$ cat src/rtl/psalm_pkg.sv
// ============================================================================
//  Module      : psalm_pkg
//  Description : Shared stream-controller state encoding, default widths and
//                the end-of-text byte.
//  Revision    : 1.0 - initial release
// ============================================================================
`default_nettype none

package psalm_pkg;

    localparam int          DEF_W    = 11;
    localparam int          DEF_DW   = 8;
    localparam logic [7:0]  EOT_BYTE = 8'h00;

    typedef enum logic [1:0] {
        IDLE  = 2'd0,
        READ  = 2'd1,
        LATCH = 2'd2,
        SEND  = 2'd3
    } state_t;

endpackage

`default_nettype wire

$ cat src/rtl/psalm_stream_ctrl.sv
// ============================================================================
//  Module      : psalm_stream_ctrl
//  Description : Streams BRAM contents from address 0 to a serial transmitter
//                until the end-of-text byte or the last address. Define
//                PSALM_WRITE_ARB_EN to let an external requester share the
//                memory port.
//  Revision    : 1.0 - initial release
// ============================================================================
`default_nettype none

module psalm_stream_ctrl
    import psalm_pkg::*;
#(
    parameter int             W   = DEF_W,
    parameter int             DW  = DEF_DW,
    parameter logic [DW-1:0]  EOT = DW'(EOT_BYTE)
) (
    input  logic          i_clk,
    input  logic          i_reset,
    input  logic          i_start,
    output logic          o_busy,
    output logic [W-1:0]  o_mem_addr,
    output logic          o_mem_we,
    output logic [DW-1:0] o_mem_data,
    input  logic [DW-1:0] i_mem_data,
    output logic          o_tx_stb,
    output logic [DW-1:0] o_tx_data,
    input  logic          i_tx_busy,
    input  logic          i_wr_req,
    input  logic [W-1:0]  i_wr_addr,
    input  logic [DW-1:0] i_wr_data,
    output logic          o_wr_ack
);

    state_t         r_state,    w_state_nx;
    logic [W-1:0]   r_rd_addr,  w_rd_addr_nx;
    logic           r_pending,  w_pending_nx;
    logic [W-1:0]   r_mem_addr, w_mem_addr_nx;
    logic           r_mem_we,   w_mem_we_nx;
    logic [DW-1:0]  r_mem_data, w_mem_data_nx;
    logic           r_wr_ack,   w_wr_ack_nx;
    logic           r_tx_stb,   w_tx_stb_nx;
    logic [DW-1:0]  r_tx_data,  w_tx_data_nx;

    logic           w_wr_grant;
    logic           w_xfer;
    logic [W-1:0]   w_rd_addr_inc;

`ifdef PSALM_WRITE_ARB_EN
    assign w_wr_grant = i_wr_req && ((r_state == IDLE) || (r_state == SEND));
`else
    logic w_unused_wr;
    assign w_wr_grant  = 1'b0;
    assign w_unused_wr = i_wr_req;
`endif

    assign w_xfer        = r_tx_stb && !i_tx_busy;
    assign w_rd_addr_inc = r_rd_addr + W'(1);

    always_ff @(posedge i_clk) begin
        if (i_reset) begin
            r_state    <= IDLE;
            r_rd_addr  <= '0;
            r_pending  <= 1'b0;
            r_mem_addr <= '0;
            r_mem_we   <= 1'b0;
            r_mem_data <= '0;
            r_wr_ack   <= 1'b0;
            r_tx_stb   <= 1'b0;
            r_tx_data  <= '0;
        end else begin
            r_state    <= w_state_nx;
            r_rd_addr  <= w_rd_addr_nx;
            r_pending  <= w_pending_nx;
            r_mem_addr <= w_mem_addr_nx;
            r_mem_we   <= w_mem_we_nx;
            r_mem_data <= w_mem_data_nx;
            r_wr_ack   <= w_wr_ack_nx;
            r_tx_stb   <= w_tx_stb_nx;
            r_tx_data  <= w_tx_data_nx;
        end
    end

    always_comb begin
        w_state_nx    = r_state;
        w_rd_addr_nx  = r_rd_addr;
        w_pending_nx  = r_pending;
        w_mem_addr_nx = r_mem_addr;
        w_mem_we_nx   = 1'b0;
        w_mem_data_nx = r_mem_data;
        w_wr_ack_nx   = 1'b0;
        w_tx_stb_nx   = r_tx_stb;
        w_tx_data_nx  = r_tx_data;

        if (w_wr_grant) begin
            w_mem_we_nx   = 1'b1;
            w_wr_ack_nx   = 1'b1;
            w_mem_addr_nx = i_wr_addr;
            w_mem_data_nx = i_wr_data;
        end

        case (r_state)
            IDLE: begin
                if (i_start || r_pending) begin
                    // A concurrent write owns the port; remember the start.
                    if (w_wr_grant) begin
                        w_pending_nx = 1'b1;
                    end else begin
                        w_pending_nx  = 1'b0;
                        w_rd_addr_nx  = '0;
                        w_mem_addr_nx = '0;
                        w_state_nx    = READ;
                    end
                end
            end
            READ: begin
                w_state_nx = LATCH;
            end
            LATCH: begin
                if (i_mem_data == EOT) begin
                    w_state_nx = IDLE;
                end else begin
                    w_tx_data_nx = i_mem_data;
                    w_tx_stb_nx  = 1'b1;
                    w_state_nx   = SEND;
                end
            end
            SEND: begin
                if (r_tx_stb) begin
                    if (w_xfer) begin
                        w_tx_stb_nx = 1'b0;
                        if (&r_rd_addr) begin
                            w_state_nx = IDLE;
                        end else begin
                            w_rd_addr_nx = w_rd_addr_inc;
                            if (!w_wr_grant) begin
                                w_mem_addr_nx = w_rd_addr_inc;
                                w_state_nx    = READ;
                            end
                        end
                    end
                end else if (!w_wr_grant) begin
                    // Byte already sent, a write held the port: resume reading.
                    w_mem_addr_nx = r_rd_addr;
                    w_state_nx    = READ;
                end
            end
            default: begin
                w_state_nx = IDLE;
            end
        endcase
    end

    assign o_busy     = (r_state != IDLE);
    assign o_mem_addr = r_mem_addr;
    assign o_mem_we   = r_mem_we;
    assign o_mem_data = r_mem_data;
    assign o_wr_ack   = r_wr_ack;
    assign o_tx_stb   = r_tx_stb;
    assign o_tx_data  = r_tx_data;

endmodule

`default_nettype wire

$ cat config.mk
export PLATFORM = sky130hd
export DESIGN_NAME = psalm_stream_ctrl
export DESIGN_NICKNAME = d
export VERILOG_FILES = /design/src/rtl/psalm_pkg.sv /design/src/rtl/psalm_stream_ctrl.sv
export SDC_FILE = /design/constraint.sdc
export NUM_CORES = 1
export LEC_CHECK = 0
export BUFFER_PORTS_ARGS = -buffer_cell sky130_fd_sc_hd__buf_2
export CAP_MARGIN = 15
export CORE_ASPECT_RATIO = 1.5
export CORE_UTILIZATION = 45
export CTS_BUF_LIST = sky130_fd_sc_hd__clkbuf_8 sky130_fd_sc_hd__clkbuf_16
export DETAILED_ROUTE_END_ITERATION = 8
export PLACE_DENSITY = 0.85
export SYNTH_ARGS = -nofsm -noshare
export SYNTH_HDL_FRONTEND = slang
export SYNTH_SLANG_ARGS = --single-unit
$ cat constraint.sdc
create_clock -name i_clk -period 3.25 [get_ports i_clk]
set_input_delay 0 -clock i_clk [delete_from_list [all_inputs] [get_ports i_clk]]
set_output_delay 0 -clock i_clk [all_outputs]
set_load 0.02 [all_outputs]
# Word level (Yosys, flattened, before mapping)
# Index checks and enable logic that the tools add are counted.
[word_totals]
reg_bits = 33
latchBits = 0
ramBits = 0
mem_bits_ro = 0
in_bits = 32
out_inout_bits = 31
elab_cells = 47
memories = 0
[op_classes]
addsub = 1
multipliers = 0
div_mod_pow = 0
magnitude_cmp = 0
n_eq_ne = 10
n_shift = 0
muxes = 17
n_bitwise = 1
reduce_logical = 13
[op_table]
columns = ["cell", "n"]
rows = [
  ["2-to-1 mux 11 bit", 5],
  ["one-hot mux 11 bit (2 select lines)", 2],
  ["adder 11 x 1 -> 11 bit, second input constant", 1],
  ["AND reduction 11 bit", 1],
  ["inequality test 2 bit, second input constant", 5],
  ["logical NOT 8 bit", 1],
  ["2-to-1 mux 2 bit", 4],
  ["one-hot mux 2 bit (4 select lines)", 1],
  ["inequality test 3 bit, second input constant", 2],
  ["AND reduction 2 bit", 3],
  ["nonzero test 2 bit", 3],
  ["AND reduction 5 bit", 1],
  ["equality test 2 bit, second input constant", 2],
  ["2-to-1 mux 1 bit", 4],
  ["AND reduction 4 bit", 1],
  ["equality test 2 x 1 -> 1 bit, second input constant", 1],
  ["logical NOT 2 bit", 1],
  ["one-hot mux 1 bit (2 select lines)", 1],
  ["logical AND 1 bit", 1],
  ["logical NOT 1 bit", 1],
  ["NOT 1 bit", 1],
]

# Logic depth before layout (Yosys ltp)
# Gate-level depths: netlist (run 1).
[depth]
word_depth = 5
depth_mapped = 7
depth_no_buf = 6

# Least setup slack after synthesis (run 1)
# OpenSTA, ideal clock, no wires.
[synth_path]
kind = "flip-flop to flip-flop"
from = "register r_rd_addr[1]"
to = "register r_rd_addr[5]"
setup_time_ps = 71
arrival_ps = 1936
required_time_ps = 3179
slack_ps = 1243
stages_incl_launch_ff = 8
path_buffers = 1
period_less_slack_ps = 2007
path_cell_list = "dfxtp_1 -> ha_1 -> nand3_2 -> or4_1 -> buf_2 -> nand2_2 -> mux2_2 -> a21oi_1"
[synth_via]
elab_chain_len = 5
word_cells_on_any_way = 8
cone_classes = "add/sub (1); eq/ne (1); mux (4); reduce/logical (2)"
[synth_lines]
columns = ["element", "line_no", "rtl"]
rows = [
  ["start, declared", "psalm_stream_ctrl.sv:36", "logic [W-1:0] r_rd_addr, w_rd_addr_nx;"],
  ["start signal, assigned", "psalm_stream_ctrl.sv:73", "r_rd_addr <= w_rd_addr_nx;"],
  ["adder 11 x 1 -> 11 bit", "psalm_stream_ctrl.sv:58", "assign w_rd_addr_inc = r_rd_addr + W'(1);"],
  ["2-to-1 mux 11 bit", "psalm_stream_ctrl.sv:132", "if (&r_rd_addr) begin"],
  ["2-to-1 mux 11 bit", "psalm_stream_ctrl.sv:130", "if (w_xfer) begin"],
  ["2-to-1 mux 11 bit", "psalm_stream_ctrl.sv:129", "if (r_tx_stb) begin"],
  ["one-hot mux 11 bit (2 select lines)", "psalm_stream_ctrl.sv:102", "case (r_state)"],
]
# Several ways; a longest one is shown, not always the timed one. The select of a mux whose other input is x is not followed.
# A chain may end at the register's enable or synchronous reset.

# Worst setup path after layout (run 1)
[layout_path]
from = "register r_rd_addr[0]"
to = "register r_rd_addr[5]"
# The elaborated chain is that of the path after synthesis.

==> results.py, run 1 <==
metrics = {
    "placed_design": {
        "portBuffers": 32,
        "gp_congestion": 0.869,
        "hpwl_mm": 2.62,
    },
    "worst_setup_path": {
        "worstPathCellList": "ha_1, nand3_2, or4_1, nand2_2, mux2_2, a21oi_1",
        "cpMaxStageDelayCell": "or4_1",
        "crit_required_ns": 3.46,
        "critPathBufInv": 0,
        "crit_family": "simple AND/OR/NAND/NOR gates",
        "worstPathArrival_ns": 2.58,
        "critPathKind": "reg2reg",
        "start_kind": "flip-flop",
        "cp-end-kind": "flip-flop",
        "slowest_delay_ns": 0.71,
        "cp_max_fo": 8,
    },
    "detailed_routing": {
        "drtIter0Drc": 30,
        "num_vias": 1595,
        "drc": 0,
        "wl_met2_mm": 2.02,
        "dr.max_layer_used": "met4",
        "wirelength_mm": 3.94,
        "drt-met1-wl_mm": 1.63,
        "met3WireLength_um": 221,
        "detail-route-antenna-nets": 0,
        "wl_per_cell_um": 13.4,
        "drt_first_pass_iters": 4,
        "avgViaCountPerCell": 5.41,
    },
    "layout": {
        "syn_to_final_growth_pct": 15.5,
        "num_antenna_cells": 0,
        "num-nets-final": 285,
        "final_layout_size_suffix_gt1_frac": 0.194,
        "nFillCells": 353,
    },
    "pwr": {
        "pwr-share-seq": 0.493,
        "clock_power_share": 0.354,
        "leakage_nw": 0.786,
        "ir_worst_vdd_mv": 0.334,
        "p_sw_frac": 0.284,
        "total_power_mw": 0.874,
        "p_sw_mw": 0.248,
        "internal_power_mw": 0.626,
        "comb_power_share": 0.153,
        "power_density_mw_per_mm2": 429,
    },
    "sta": {
        "tightestPinTransition_ns": 0.667,
        "max-slew-margin-rel": 0.555,
        "max_freq_ghz": 0.422,
        "finalMaxSlewViolations": 0,
        "period_needed_ns": 2.37,
        "finalSetupTns_ns": 0,
        "rsz0062_at_grt": "false",
        "worst_clock_skew_ns": 0.00690,
        "timing.final.crit_share": 0.729,
        "hold_viol_final": 0,
        "finalSetupViolCount": 0,
    },
    "clocking": {
        "clk_pin_slew_worst_paths_ns": 0.07,
        "cts_tree": "yes",
        "cts_root_buffer": "clkbuf_8",
        "numCtsBuffers": 5,
        "clockBufferDepth": 2,
        "clkLatencyLatePin_ns": 0.29,
        "h-tree-depth": 2,
        "clock_sinks": 33,
    },
    "logic_synthesis": {
        "synthFlopType": "dfxtp_1",
        "yosysUniqueCellTypes": 44,
        "synth_edf_count": 0,
        "synth_seq_area_share": 0.374,
        "avgSynthCellArea_sq_um": 7.98,
        "netlist_area_sq_mm": 0.00176,
        "synth-seq-cells": 33,
        "yosysWarnings": 0,
        "async_flop_share": 0,
        "syn-instance-count": 221,
    },
    "status": {
        "status": "complete, no violations",
    },
    "grt": {
        "antenna_found_initial": 0,
        "grt_overflow_total": 0,
        "grt_max_degree": 35,
        "grt_pass1_wl_mm": 6.47,
        "grt_pass1_vias": 1431,
        "grtUsageTotal": 0.213,
    },
    "die": {
        "die-area_sq_mm": 0.00418,
        "rows": 27,
        "initial_utilization": 0.475,
        "coreArea_sq_mm": 0.00372,
        "io-pin-count": 63,
        "die_w_um": 53.1,
        "die_y_um": 78.7,
    },
    "min_path": {
        "min_path_type": "in2reg",
    },
    "run": {
        "max_cap_viol_count": 0,
    },
}
==> placed cells by master, fill, tap and decap left out, types with 2 or more instances in the layout <==
cell / n
dfxtp_1: 33
buf_2: 32
nand2_1: 22
mux2i_1: 8
a21oi_1: 21
o21ai_1: 3
nor4_1: 2
a31oi_1: 3
and4_1: 2
clkbuf_8: 6
dlygate4sd3_1: 8
nand3_1: 22
conb_1: 10
xor2_1: 4
nand3b_1: 3
mux2_2: 2
nand2_2: 2
o31ai_1: 2
xnor2_1: 6
or4_1: 3
inv_1: 3
o21ai_0: 2
nand4_1: 3
nor2_1: 26
nor3_1: 4
==> layout make-up <==
cell class | count | area [sq um] | area share
Tap cell | 43 | 53.8 | 0.0264
Clock buffer | 6 | 82.6 | 0.0405
Clock inverter | 1 | 3.75 | 0.00184
Timing Repair Buffer | 41 | 248 | 0.122
Inverter | 3 | 11.3 | 0.00553
Sequential cell | 33 | 661 | 0.324
Multi-Input combinational cell | 168 | 977 | 0.480
==> path summary, 6_finish.rpt <==
kind	end	slack, ns	start	cells past startpoint
worst max-delay path	r_rd_addr[5]	0.88	r_rd_addr[0]	6
worst min-delay path	r_state[0]	0.12	i_tx_busy	3
worst max register to register	r_rd_addr[5]	0.88	r_rd_addr[0]	6
worst min register to register	o_mem_addr[2]	0.45	o_mem_addr[2]	2
==> per-stage QoR <==
step | cells | setup slack, ns | instance area [sq um] | util | hold WS, ns
5_1_grt | 295 | 0.787 | 2040 | 0.548 | 0.139
2_1_floorplan | 230 | 1.24 | 1800 | - | 0.147
3_5_place_dp | 280 | 0.930 | 1870 | 0.503 | 0.264
4_1_cts | 295 | 0.912 | 2040 | 0.548 | 0.110
6_report | 295 | 0.880 | 2040 | 0.548 | 0.116
3_3_place_gp | 280 | 0.958 | 1870 | 0.503 | 0.248
==> registers in the layout (all words and copies together), names as in the netlist <==
register / count
o_mem_addr: 11
r_rd_addr: 11
o_tx_data: 8
r_state: 2
o_tx_stb: 1
==> layer usage <==
layer  up-vias  track usage
met2        53        0.378
met5         -            0
met3         5       0.0601
li1        810            -
met1       727        0.222
met4         0       0.0921
==> kinds of logic (layout without fill, tap and decap cells) <==
logic type      after synthesis  in the layout  share of synthesized area
simple gates                 99             99                      0.284
other cells                   1             10                    0.00213
mux                          11             11                     0.0645
buf+inv                      29             51                     0.0908
xor+xnor                     10             10                     0.0496
compound gates               37             37                      0.128
fa+ha+maj                     1              1                    0.00709
flops                        33             33                      0.374
==> synth_stat cells (2+ instances only) <==
cell | count | share of area
nand2_2 | 2 | 0.0071
a31oi_1 | 3 | 0.011
nor3_1 | 4 | 0.011
nand4_1 | 3 | 0.011
and4_1 | 2 | 0.0099
a21oi_1 | 21 | 0.060
nand3b_1 | 3 | 0.013
buf_4 | 12 | 0.051
nor2_1 | 26 | 0.055
o21ai_1 | 3 | 0.0085
nand3_1 | 22 | 0.062
o31ai_1 | 2 | 0.0085
mux2_2 | 2 | 0.013
dfxtp_1 | 33 | 0.37
xnor2_1 | 6 | 0.030
nand2_1 | 22 | 0.047
o21ai_0 | 2 | 0.0057
mux2i_1 | 8 | 0.045
or4_1 | 3 | 0.013
clkbuf_1 | 9 | 0.019
buf_2 | 5 | 0.014
inv_1 | 2 | 0.0043
nor4_1 | 2 | 0.0071
xor2_1 | 4 | 0.020
==> worst min-delay path, stage by stage <==
cell and delay, ns:
buf_2 0.15, a31oi_1 0.10, a21oi_1 0.12
==> power by group through the flow <==
stage	Sequential, mW	Combinational, mW	Clock (mW)
2_1_floorplan	0.444	0.0922	0
3_3_place_gp	0.439	0.122	0
3_5_place_dp	0.439	0.123	0
4_1_cts	0.430	0.131	0.315
5_1_grt	0.433	0.144	0.329
6_report	0.431	0.133	0.310
==> repair_timing <==
action                                 CTS  global route
buffers inserted                         0             0
resized for setup                        0             0
setup endpoints to repair                0             0
hold buffers                             8             0
endpoints found under the hold margin    8             0
No activity file was read; power rests on OpenSTA's default activity.
==> run 2: changes to the inputs <==
Settings changed: ABC_AREA set to 1.
Clock period 3.25 ns to 2.2 ns, I/O delays scaled along.
==> run 2 against run 1 <==
Net effect:
- the flow now finishes with violations (negative hold slack)
- worst hold slack worse by 0.12 ns
- die area is 5.3% higher
- largest power group is now combinational logic
- critical path type unchanged
- power grew to 2.9 times the previous value
==> results.py, run 2 <==
metrics = {
    "status": {
        "status": "finished with violations",
        "violations": "negative hold slack",
    },
    "logic_synthesis": {
        "synth_fa_ha_area_frac": 0.00672,
        "syn-instance-count": 288,
        "async_flop_share": 0,
        "synth_area_leaders": "dfxtp_1 (36%), nand2_1 (13%), nor2_1 (13%), inv_1 (7.5%), o21ai_0 (6.5%)",
        "synth_common_cells": "nand2_1 (63), nor2_1 (62), inv_1 (37)",
        "synth_most_common_cell": "nand2_1",
        "yosysUniqueCellTypes": 29,
        "synth_seq_area_share": 0.355,
        "yosysWarnings": 0,
        "netlist_area_sq_mm": 0.00186,
        "muxShareOfSynthArea": 0,
        "synth_top_family_by_area": "simple AND/OR/NAND/NOR gates",
        "synth-seq-cells": 33,
        "avgSynthCellArea_sq_um": 6.46,
        "synthFlopType": "dfxtp_1",
        "yosys.area.top_type": "dfxtp_1",
        "synthSimpleGateAreaFrac": 0.348,
        "synth-xor-area-share": 0.00941,
        "synth_compound_gate_area_share": 0.128,
        "yosysTopAreaCellShare": 0.355,
        "synth_edf_count": 0,
    },
    "die": {
        "coreArea_sq_mm": 0.00396,
        "io-pin-count": 63,
        "die_y_um": 80.8,
        "initial_utilization": 0.470,
        "rows": 28,
        "die_w_um": 54.5,
        "die-area_sq_mm": 0.00440,
    },
    "worst_setup_path": {
        "critPathLaunch": "r_rd_addr[0]",
        "cp-end-kind": "flip-flop",
        "critPathKind": "reg2reg",
        "r2r_cells": 10,
        "start_kind": "flip-flop",
        "worstPathArrival_ns": 2.06,
        "r2r_start": "r_rd_addr[0]",
        "r2r-end": "r_rd_addr[1]",
        "reg2reg_setup_slack_ns": 0.36,
        "cp_max_fo": 20,
        "crit_required_ns": 2.43,
    },
    "clocking": {
        "clkLatencyLatePin_ns": 0.29,
        "numCtsBuffers": 5,
        "clk_pin_slew_worst_paths_ns": 0.07,
        "postCtsResizedCells": 0,
        "clockBufferDepth": 2,
        "cts_hold_buf": 7,
        "cts_root_buffer": "clkbuf_8",
        "cts_tree": "yes",
        "clock_sinks": 33,
        "h-tree-depth": 2,
        "postCtsSetupRepairBufs": 0,
    },
    "layout": {
        "num_antenna_cells": 0,
        "syn_to_final_growth_pct": 15.5,
        "design_area_sq_mm": 0.00215,
        "num-nets-final": 361,
        "layout_commonest_cell": "nand2_1",
        "final_core_util": 0.543,
        "layout_common_cells": "nand2_1 (63), nor2_1 (62), inv_1 (39)",
        "final_layout_size_suffix_gt1_frac": 0.170,
    },
    "detailed_routing": {
        "drt_first_pass_iters": 4,
        "num_vias": 1870,
        "avgViaCountPerCell": 5.00,
        "drc": 0,
        "wl_per_cell_um": 11.5,
        "detail-route-antenna-nets": 0,
        "drtIter0Drc": 33,
        "wirelength_mm": 4.30,
    },
    "pwr": {
        "leakage_nw": 1.04,
        "ir_worst_vdd_mv": 0.771,
        "total_power_mw": 2.57,
        "power_density_mw_per_mm2": 1190,
    },
    "sta": {
        "rsz0062_at_grt": "false",
        "finalSetupTns_ns": 0,
        "max-slew-margin-rel": 0.524,
        "period_needed_ns": 1.84,
        "finalSetupViolCount": 0,
        "fin_hold_ws_ns": -0.00398,
        "worst_clock_skew_ns": 0.00726,
        "hold_viol_final": 1,
        "finalMaxSlewViolations": 0,
        "timing.final.crit_share": 0.836,
        "max_freq_ghz": 0.544,
        "tightestPinTransition_ns": 0.714,
    },
    "min_path": {
        "min_path_type": "in2reg",
        "hold_path_depth": 3,
        "worstHoldEndpoint": "o_tx_data[6]",
        "hold_start": "i_mem_data[6]",
    },
    "grt": {
        "grt_overflow_total": 0,
        "grt_pass1_wl_mm": 7.18,
        "grt_pass1_vias": 1780,
        "antenna_found_initial": 0,
        "grtUsageTotal": 0.226,
        "grt_max_degree": 27,
    },
    "placed_design": {
        "portBuffers": 32,
        "placedInstanceArea_sq_mm": 0.00200,
        "gp_congestion": 0.901,
        "hpwl_mm": 3.02,
    },
    "run": {
        "max_cap_viol_count": 0,
    },
}
## run 2: worst max-delay path by stage
stage | slack (ns) | depth (start not counted) | endpoint
final | 0.36 | 10 | r_rd_addr[1]
after global routing | 0.16 | 10 | r_rd_addr[8]
after CTS | 0.36 | 10 | r_rd_addr[1]
after detailed placement | 0.38 | 10 | r_rd_addr[1]
after global placement | 0.46 | 11 | r_rd_addr[10]
after floorplan | 0.64 | 11 | r_rd_addr[0]
## run 2: cell type report
class / instances / area [sq um]
timing repair buffer: 41 / 245
tap: 45 / 56.3
sequential: 33 / 661
multi-input combinational: 207 / 953
inverter: 40 / 150
fill: 395 / 1810
clock inverter: 3 / 15.0
clock buffer: 5 / 68.8
## run 2: cells by family (layout without fill, tap and decap cells)
family | Yosys count | in the layout
DFF | 33 | 33
buffers and inverters | 57 | 89
AOI/OAI and AO/OA | 43 | 43
xor gates and xnor gates | 2 | 2
adders and majority gates | 1 | 1
and+or+nand+nor | 151 | 151
other | 1 | 10
## run 2: routing by layer
layer,wire (um),global-route usage,vias to the layer above,part of all wire
met4,122,0.115,0,0.028
met2,2260,0.420,55,0.53
li1,-,-,954,-
met1,1740,0.215,851,0.40
met3,178,0.0562,10,0.041
met5,0,0,-,0
## run 2: stage by stage
step                      setup WS [ns]  std cells
after floorplan                   0.644        297
after global placement            0.464        359
after detailed placement          0.384        359
after CTS                         0.363        374
after global routing              0.159        374
final                             0.362        374
## run 2: where the power goes
part,switching (mW),internal [mW]
Clock,0.234,0.215
Combinational,0.796,0.390
Sequential,0.148,0.784
Total,1.18,1.39
## run 2: critical path, stage by stage, from the launching register on
cell,delay (ns)
dfxtp_1,0.39
ha_1,0.26
nand3_2,0.13
nor2_4,0.18
nand3_2,0.10
nand2_2,0.11
nand2_1,0.07
nand2_1,0.06
buf_4,0.22
o21ai_0,0.12
nor2_1,0.13
==> run 3: changes to the inputs <==
Settings changed: PLACE_DENSITY 0.85 to 0.88.
Clock period 2.2 ns to 1.6 ns, I/O delays scaled along.
==> run 3 against run 2 <==
Net effect:
- the run still ends with negative hold slack left
- non-clock buffer count grew 8
- final cell count grew 2.1%
- critical path type unchanged
- first-iteration DRC count grew 130%
- setup slack lost 0.34 ns
- register-to-register slack lost 0.34 ns
- sequential power grew 39%
- die area is the same
- power grew 53%
- via count grew 4.7%
==> results.py, run 3 (same netlist as run 2, synthesis figures left out) <==
metrics = {
    "status": {
        "status": "finished with violations",
        "violations": "negative hold slack",
    },
    "worst_setup_path": {
        "cp_max_fo": 10,
        "cpMaxStageDelayCell": "dfxtp_2",
        "cp-end-kind": "flip-flop",
        "worstPathCellList": "ha_4, nand3_2, nor2_4, nand3_2, nand2_4, nand2_4, nand2_4, clkbuf_16, nand2_1, inv_1, nor2_1",
        "critPathKind": "reg2reg",
        "r2r_start": "r_rd_addr[0]",
        "r2r_cells": 11,
        "cp_common_cell": "nand2_4",
        "crit_required_ns": 1.78,
        "critPathLaunch": "r_rd_addr[0]",
        "start_kind": "flip-flop",
        "slowest_delay_ns": 0.35,
        "crit_end": "r_rd_addr[1]",
        "reg2reg_setup_slack_ns": 0.02,
        "worstPathArrival_ns": 1.77,
        "r2r-end": "r_rd_addr[1]",
    },
    "clocking": {
        "clkLatencyLatePin_ns": 0.29,
        "clock_sinks": 33,
        "clockBufferDepth": 2,
        "numCtsBuffers": 5,
        "h-tree-depth": 2,
        "cts_tree": "yes",
        "clk_pin_slew_worst_paths_ns": 0.07,
        "cts_root_buffer": "clkbuf_8",
    },
    "sta": {
        "fin_hold_ws_ns": -0.00731,
        "worst_clock_skew_ns": 0.00475,
        "timing.final.crit_share": 0.988,
        "finalSetupViolCount": 0,
        "hold_viol_final": 2,
        "period_needed_ns": 1.58,
        "finalMaxSlewViolations": 0,
        "max_freq_ghz": 0.633,
    },
    "placed_design": {
        "gp_congestion": 0.892,
        "placedInstanceArea_sq_mm": 0.00206,
        "portBuffers": 32,
        "hpwl_mm": 2.87,
    },
    "die": {
        "die_w_um": 54.5,
        "io-pin-count": 63,
        "coreArea_sq_mm": 0.00396,
        "rows": 28,
        "die-area_sq_mm": 0.00440,
        "die_y_um": 80.8,
        "initial_utilization": 0.470,
    },
    "pwr": {
        "ir_worst_vdd_mv": 1.29,
        "total_power_mw": 3.92,
        "pwr-share-seq": 0.331,
        "power_density_mw_per_mm2": 1690,
        "clock_power_share": 0.162,
        "comb_power_share": 0.507,
        "internal_power_mw": 2.18,
        "p_sw_mw": 1.74,
        "leakage_nw": 1.11,
        "p_sw_frac": 0.443,
    },
    "run": {
        "max_cap_viol_count": 0,
    },
    "detailed_routing": {
        "wirelength_mm": 4.80,
        "drt_first_pass_iters": 4,
        "wl_per_cell_um": 12.6,
        "detail-route-antenna-nets": 0,
        "drtIter0Drc": 75,
        "avgViaCountPerCell": 5.12,
        "drc": 0,
        "num_vias": 1957,
    },
    "min_path": {
        "min_path_type": "in2reg",
        "hold_start": "i_mem_data[5]",
    },
    "layout": {
        "num_antenna_cells": 0,
        "num-nets-final": 370,
        "final_layout_size_suffix_gt1_frac": 0.231,
        "layout_common_cells": "nor2_1 (60), nand2_1 (60), inv_1 (37)",
        "syn_to_final_growth_pct": 24.4,
        "design_area_sq_mm": 0.00231,
        "nFillCells": 333,
    },
    "grt": {
        "grt_max_degree": 27,
        "grt_pass1_wl_mm": 6.98,
        "antenna_found_initial": 0,
        "grtUsageTotal": 0.219,
        "grt_pass1_vias": 1721,
        "grt_overflow_total": 0,
    },
}
## run 3: cell count changes in the layout (fill, tap and decap cells not counted), moves of 2 or more
cell / before / now
dfxtp_2: 0 / 3
nand2_1: 63 / 60
clkbuf_16: 0 / 2
nand2_4: 1 / 4
nor2_2: 1 / 3
nor2_1: 62 / 60
inv_1: 39 / 37
dfxtp_1: 33 / 30
buf_4: 2 / 9
dlygate4sd3_1: 7 / 5
## run 3: power by group through the flow
stage / clock network (mW) / logic, mW / registers [mW]
global route: 0.680 / 2.22 / 1.33
CTS: 0.644 / 1.72 / 1.27
global placement: 0 / 1.65 / 1.27
finish: 0.635 / 1.99 / 1.30
detailed placement: 0 / 1.69 / 1.28
floorplan: 0 / 1.21 / 1.41
## run 3: per-layer routing
| layer | track usage | vias to the layer above | routed length [um] |
|---|---|---|---|
| met3 | 0.0449 | 23 | 257 |
| met1 | 0.226 | 880 | 1700 |
| met5 | 0 | - | 0 |
| met2 | 0.377 | 83 | 2590 |
| li1 | - | 971 | - |
| met4 | 0.151 | 0 | 259 |
## run 3: layout make-up
type | count | area (sq um) | area share
multi-input combinational | 207 | 1000 | 0.432
sequential | 33 | 664 | 0.287
timing repair buffer | 49 | 348 | 0.150
inverter | 40 | 154 | 0.0665
clock buffer | 6 | 82.6 | 0.0357
tap | 45 | 56.3 | 0.0243
timing repair inverter | 1 | 5.00 | 0.00216
clock inverter | 1 | 3.75 | 0.00162
## run 3: worst min path at each step
stage | endpoint | slack, ns | depth (start not counted)
global placement | o_tx_data[0] | 0.26 | 3
floorplan | o_tx_data[0] | 0.17 | 2
global route | o_tx_data[2] | 0.008 | 3
CTS | o_tx_data[1] | 0.002 | 3
finish | o_tx_data[5] | -0.007 | 3
detailed placement | o_tx_data[4] | 0.27 | 3
## run 3: timing repair
action                                  CTS  global route
buffers inserted                          0             1
gates resized for setup                   0            16
endpoints found under the setup margin    0            25
hold buffers                              5             0
endpoints found under the hold margin    10             0
## run 3: critical path: cells and delay by family, from the launching register on
family,cells,cell delay [ns]
simple gates,8,0.76
flops,1,0.35
buf+inv,2,0.22
fa+ha+maj,1,0.14
## run 3: per-stage QoR
| step | setup WS (ns) | util | TNS, ns | instances |
|---|---|---|---|---|
| 6_report | 0.0190 | 0.585 | 0 | 382 |
| 5_1_grt | -0.0898 | 0.585 | -0.530 | 382 |
| 4_1_cts | 0.0258 | 0.555 | 0 | 378 |
| 3_5_place_dp | 0.0778 | 0.521 | 0 | 366 |
| 3_3_place_gp | 0.106 | 0.521 | 0 | 366 |
| 2_1_floorplan | 0.0438 | - | 0 | 297 |
